<file path="src/rtl/linear_layer_start_token_fifo.sv">
// Shift-register FIFO for start tokens and small control words between dataflow
// stages. Show-ahead: the head word is on if_dout whenever if_empty_n is high.
// Flags are registered from the next occupancy, so they change on the same edge as the count.
module linear_layer_start_token_fifo #(
  parameter int unsigned DATA_WIDTH = 1,
  parameter int unsigned ADDR_WIDTH = 1,
  parameter int unsigned DEPTH      = 2
) (
  input  logic                  ap_clk,
  input  logic                  ap_rst_n,
  input  logic                  if_write_ce,
  input  logic                  if_write,
  input  logic [DATA_WIDTH-1:0] if_din,
  output logic                  if_full_n,
  input  logic                  if_read_ce,
  input  logic                  if_read,
  output logic [DATA_WIDTH-1:0] if_dout,
  output logic                  if_empty_n,
  output logic [ADDR_WIDTH:0]   if_num_data_valid,
  output logic [ADDR_WIDTH:0]   if_fifo_cap
);

  localparam logic [ADDR_WIDTH:0] DepthCnt = (ADDR_WIDTH + 1)'(DEPTH);
  localparam logic [ADDR_WIDTH:0] CntOne   = (ADDR_WIDTH + 1)'(1);

  logic [DATA_WIDTH-1:0] mem [DEPTH];
  logic [ADDR_WIDTH:0]   count_q, count_d;
  logic                  empty_n_q, full_n_q;
  logic                  push, pop;
  logic [ADDR_WIDTH-1:0] raddr;

  assign push = if_write & if_write_ce & full_n_q;
  assign pop  = if_read & if_read_ce & empty_n_q;

  // Oldest word sits at the highest occupied index.
  assign raddr = ADDR_WIDTH'(count_q - CntOne);

  // Next occupancy from the qualified push/pop only.
  always_comb begin
    count_d = count_q;
    unique case ({push, pop})
      2'b10:   count_d = count_q + CntOne;
      2'b01:   count_d = count_q - CntOne;
      default: count_d = count_q;
    endcase
  end

  // Occupancy and flags; the flags follow the next count, never a cycle stale.
  always_ff @(posedge ap_clk) begin
    if (!ap_rst_n) begin
      count_q   <= '0;
      empty_n_q <= 1'b0;
      full_n_q  <= 1'b1;
    end else begin
      count_q   <= count_d;
      empty_n_q <= (count_d != '0);
      full_n_q  <= (count_d != DepthCnt);
    end
  end

  // Storage shifts up on push; not reset, and a push during reset is dropped.
  always_ff @(posedge ap_clk) begin
    if (ap_rst_n && push) begin
      mem[0] <= if_din;
      for (int i = 1; i < DEPTH; i++) begin
        mem[i] <= mem[i-1];
      end
    end
  end

  // Head word, forced to zero when empty so the output is never undefined.
  always_comb begin
    if_dout = '0;
    if (count_q != '0) begin
      if_dout = mem[raddr];
    end
  end

  assign if_full_n         = full_n_q;
  assign if_empty_n        = empty_n_q;
  assign if_num_data_valid = count_q;
  assign if_fifo_cap       = DepthCnt;

  // The counter must never wrap in either direction.
  count_no_overflow: assert property (@(posedge ap_clk) disable iff (!ap_rst_n)
    (push && !pop) |-> (count_q != DepthCnt));

  count_no_underflow: assert property (@(posedge ap_clk) disable iff (!ap_rst_n)
    (pop && !push) |-> (count_q != '0));

  count_in_range: assert property (@(posedge ap_clk) disable iff (!ap_rst_n)
    count_q <= DepthCnt);

endmodule

</file>
<file path="config.mk">
export PLATFORM = sky130hd
export DESIGN_NAME = linear_layer_start_token_fifo
export DESIGN_NICKNAME = d
export VERILOG_FILES = /design/src/rtl/linear_layer_start_token_fifo.sv
export SDC_FILE = /design/constraint.sdc
export NUM_CORES = 1
export LEC_CHECK = 0
export CAP_MARGIN = 20
export CORE_MARGIN = 5
export CORE_UTILIZATION = 25
export CTS_BUF_LIST = sky130_fd_sc_hd__clkbuf_2 sky130_fd_sc_hd__clkbuf_4 sky130_fd_sc_hd__clkbuf_8
export DETAILED_ROUTE_END_ITERATION = 6
export RECOVER_POWER = 100
export REMOVE_ABC_BUFFERS = 1
export SKIP_CTS_REPAIR_TIMING = 1
export SYNTH_ARGS = -nofsm -noshare
export SYNTH_HDL_FRONTEND = slang
export SYNTH_SLANG_ARGS = --single-unit
export TNS_END_PERCENT = 30
</file>
<file path="constraint.sdc">
create_clock -name ap_clk -period 2.9 [get_ports ap_clk]
set_input_delay 0.87 -clock ap_clk [delete_from_list [all_inputs] [get_ports ap_clk]]
set_output_delay 0.87 -clock ap_clk [all_outputs]
set_load 0.01 [all_outputs]
</file>
* After elaboration in Yosys (flattened, before gate mapping) *
Memory sizes are Yosys's and may differ from the RTL's.
Index checks and enable logic that the tools add are counted.

cells by class
  add/sub/neg operators = 2
  multiply operators = 0
  div/mod/pow operators = 0
  magnitude comparators = 0
  equality and inequality tests = 3
  shift-type cells = 0
  multiplexer cells = 4
  bitwise operators = 4
  reduce and logical (&&, ||, !) cells = 3

operators by type and width
  cell                                                                number
  1-bit bitwise AND                                                   4
  2-bit one-hot mux with 2 select lines                               1
  2-bit nonzero test                                                  2
  1-bit 2-to-1 mux                                                    3
  2-bit by 1-bit adder with 2-bit output, second input constant       1
  2-bit by 1-bit == test with 1-bit output, second input constant     1
  2-bit == test, second input constant                                1
  2-bit inequality test, second input constant                        1
  2-bit by 1-bit subtractor with 2-bit output, second input constant  1
  1-bit logical AND                                                   1

storage, ports and cells
  flip-flop bits (word level) = 4
  bits in latches = 0
  RAM bits = 2
  bits in read-only memories = 0
  input bits = 7
  output and inout port bits = 7
  word-level logic and storage cells = 20
  memories kept = 1

memory list
  memory  words  bits a word  read ports  clocked after Yosys merged registers in  write ports  line  text
  mem     2      1            2           0                                        2            26    logic [DATA_WIDTH-1:0] mem [DEPTH];

* Depth between registers and ports, before layout *
  depth after elaboration = 5
  gate-level depth with buffers = 6

* Worst setup path after synthesis *
No wires, ideal clock.

  path kind = input port to flip-flop
  start = in if_write
  end = reg full_n_q (netlist: if_full_n)
  arrival time = 1.894 ns
  path slack = 0.882 ns
  stages on the path = 6
  cell sequence = and3_1 -> inv_1 -> ha_1 -> or2_1 -> o21ai_1 -> or2_2

between the ends
  longest elaborated chain between the ends = 5
  elaborated cells on any way between the ends = 6
  classes of those cells = 3 x eq/ne; 1 x mux; 2 x bitwise

ends and longest elaborated chain
  what                                                                              line  text
  start: declaration                                                                12    input logic if_write,
  1-bit bitwise AND (*) (2 in a row)                                                32    assign push = if_write & if_write_ce & full_n_q;
  2-bit by 1-bit == test with 1-bit output / 2-bit == test (equally long branches)  41    unique case ({push, pop})
  2-bit one-hot mux with 2 select lines (*)                                         41
  2-bit inequality test (*)                                                         57    full_n_q <= (count_d != DepthCnt);
  end signal: assignment                                                            57
  end: declaration                                                                  28    logic empty_n_q, full_n_q;

Every way passes the cells marked *; elsewhere a longest branch is shown, timed or not.
A chain may end at the register's enable or synchronous reset.

* Worst setup path after layout *
  start = reg count_q[0] (netlist: if_num_data_valid[0])
  end = out if_dout

between the ends
  longest elaborated chain between the ends = 3
  elaborated cells on any way between the ends = 4
  classes of those cells = 1 x add/sub; 1 x mux; 1 x reduce/logical; 1 x memory

ends and longest elaborated chain
  what                                         line  text
  start: declaration                           27    logic [ADDR_WIDTH:0] count_q, count_d;
  start signal: assignment                     55    count_q <= count_d;
  2-bit by 1-bit subtractor with 2-bit output  n/a
  memory 2 x 1 bit                             n/a
  1-bit 2-to-1 mux (*)                         74    if (count_q != '0) begin
  end: declaration                             17    output logic [DATA_WIDTH-1:0] if_dout,

Marks and branches as above.

==> flow_metrics.tcl <==
set metrics [dict create \
    crit_slowest_cell "dlygate4sd3_1" \
    busiest_layer "met2" \
    setup_viol_count_final 0 \
    layout_setup_ws_ns 0.441 \
    hold_viol_final 0 \
    setup_tns_ns 0 \
    via_per_inst 3.93 \
    grt_util_met1_pct 5.81 \
    synth-simple-area-share_pct 18.7 \
    met2_usage_pct 10.2 \
    drtPass1Iterations 1 \
    nFillCells 136 \
    synth.most_common_cell "inv_1" \
    fin_area_um2 469 \
    drt_iter0_markers 0 \
    overflow 0 \
    yosys-top-cells-area "dfxtp_1 24%, edfxtp_1 18%, ha_1 11%, inv_1 5.6%, buf_4 4.5%" \
    antenna_found_initial 0 \
    dpl-instance-area_um2 448 \
    clock-sinks 6 \
    max_clock_freq_mhz 407 \
    min_period_ns 2.46 \
    grt_use_total_pct 6.34 \
    avgSynthCellArea_um2 10.1 \
    wirelength_um 551 \
    io_pins 14 \
    cp-end-kind "output pin" \
    maxCapViolCount 0 \
    synth-compound-area-share_pct 8.24 \
    async_flop_share_pct 0 \
    gp_congestion 0.721 \
    synth_xor_area_share_pct 0 \
    arrival_ns 1.59 \
    fin_nets 57 \
    hpwl_um 476 \
    synth_cells 33 \
    clkSlewWorstSetupHoldPaths_ns 0.05 \
    yosysTopAreaCell "dfxtp_1" \
    grt_pass1_vias 239 \
    drive_gt1_share_pct 13.0 \
    postRouteAntennaNets 0 \
    wl_per_cell_um 9.03 \
    initial_core_util_pct 26.0 \
    muxShareOfSynthArea_pct 7.49 \
    max_stage_delay_ns 0.60 \
    synth_common_cells "5 x inv_1, 4 x dfxtp_1, 3 x ha_1" \
    die_width_um 46.6 \
    powerDensity_nw_per_um2 507 \
    hp-class "flip-flop to flip-flop" \
    fp.dieH_um 46.6 \
    ir_drop_v 0.000201 \
    dpl_worst_slack_ns 0.310 \
    core.rowCount 13 \
    core-area_um2 1280 \
    grt_max_degree 6 \
    seq_area_frac_synth_pct 41.9 \
    synthFlopType "dfxtp_1" \
    synth_enable_flop_cells 2 \
    grt_pass1_wl_um 897 \
    cp_max_fo 5 \
    skew_ns 0.00784 \
    htreeDepth 1 \
    antenna_cells 0 \
    rsz0062_at_grt "no" \
    met3_usage_pct 3.52 \
    die-area_um2 2170 \
    synth_top_family_by_area "simple AND/OR/NAND/NOR gates" \
    ys_ff_latch 6 \
    io_buffers 11 \
    cts.path.max_buffers 2 \
    root_buffer "clkbuf_4" \
    critPathLaunchType "flip-flop" \
    path_class "flip-flop to output pin" \
    min_period_over_period_pct 84.8 \
    vias 240 \
    synth_top_area_share_pct 24.0 \
    final_max_slew_viol_count 0 \
    cts_made_buffers 3 \
    area_growth_pct 40.4 \
    path_cells "inv_1, ha_1, nor2_1, dlygate4sd3_1" \
    post_synth_num_cell_types 18 \
    worstSkewPairLatency_ns 0.24 \
    leakage_uw 0.000216 \
    cts_tree "done" \
    drc 0 \
    synth_adder_area_share_pct 11.2 \
    yosysWarnings 0 \
    synth_area_um2 334 \
    critPathRequiredTime_ns 2.03 \
    post-route-util_pct 36.5 \
    status "complete, no violations" \
]
## report_power, final
group	internal (µW)	switching, µW	leakage (µW)
logic	29.2	20.2	0.000146
registers	94.0	3.53	0.0000512
clock network	61.4	29.7	0.0000184
total	185	53.4	0.000216
## flip-flops by register name, summed over array words and instances (netlist names)
register	count
if_num_data_valid	2
if_empty_n	1
if_full_n	1
mem	2
## stage by stage
| step | hold WS (ns) | total power (µW) | instances |
|---|---|---|---|
| after floorplan | 0.426 | 130 | 31 |
| after CTS | 0.452 | 248 | 61 |
| after global routing | 0.464 | 254 | 61 |
| after detailed placement | 0.443 | 156 | 57 |
| after global placement | 0.447 | 156 | 57 |
| final | 0.450 | 238 | 61 |
## logic make-up after synthesis
family	after synthesis
other	2
muxes	2
and+or+nand+nor	10
adders and majority gates	3
AOI/OAI and AO/OA	3
buffers and inverters	7
DFF	6
## path summary, 6_finish.rpt
path	end	depth (start not counted)	startpoint	slack [ns]
max reg2reg	if_empty_n	5	if_num_data_valid[0]	1.25
min reg2reg	mem[1]	0	mem[0]	0.45
min	mem[1]	0	mem[0]	0.45
max	if_dout	4	if_num_data_valid[0]	0.44
## cells in the final DEF, fill, tap and decap left out
cell type | synthesis | routed
or2_1 | 1 | 1
clkdlybuf4s50_1 | 0 | 4
conb_1 | 2 | 2
and3_1 | 2 | 2
edfxtp_1 | 2 | 2
mux2i_1 | 1 | 1
nand2_1 | 1 | 1
a21bo_1 | 1 | 1
ha_1 | 3 | 3
mux2_1 | 0 | 1
o211ai_1 | 0 | 1
and2_0 | 0 | 1
and2_1 | 2 | 1
dfxtp_1 | 4 | 4
nand2b_4 | 1 | 1
inv_1 | 5 | 5
clkbuf_4 | 0 | 4
nor2_1 | 2 | 2
o21ai_0 | 0 | 1
or2_2 | 1 | 1
dlygate4sd3_1 | 0 | 7
## routing by layer
metal  part of all wire [%]  up-vias
met5                      0        -
li1                       -      127
met4                      0        0
met2                     53        6
met1                     41      107
met3                    6.4        0
## cell type report
class,count,area [µm²],share of cell area [%]
Multi-Input combinational cell,20,151,32.3
Timing Repair Buffer,11,110,23.5
Inverter,5,18.8,4.00
Clock buffer,4,30.0,6.40
Tap cell,15,18.8,4.00
Sequential cell,6,140,29.9
## critical path, delay by kind of cell (launching register included)
kind | cells | cell delay [ns]
fa+ha+maj | 1 | 0.19
buf+inv | 2 | 0.66
flops | 1 | 0.40
simple gates | 1 | 0.09
Note: power is estimated with default switching activity, not from simulation.
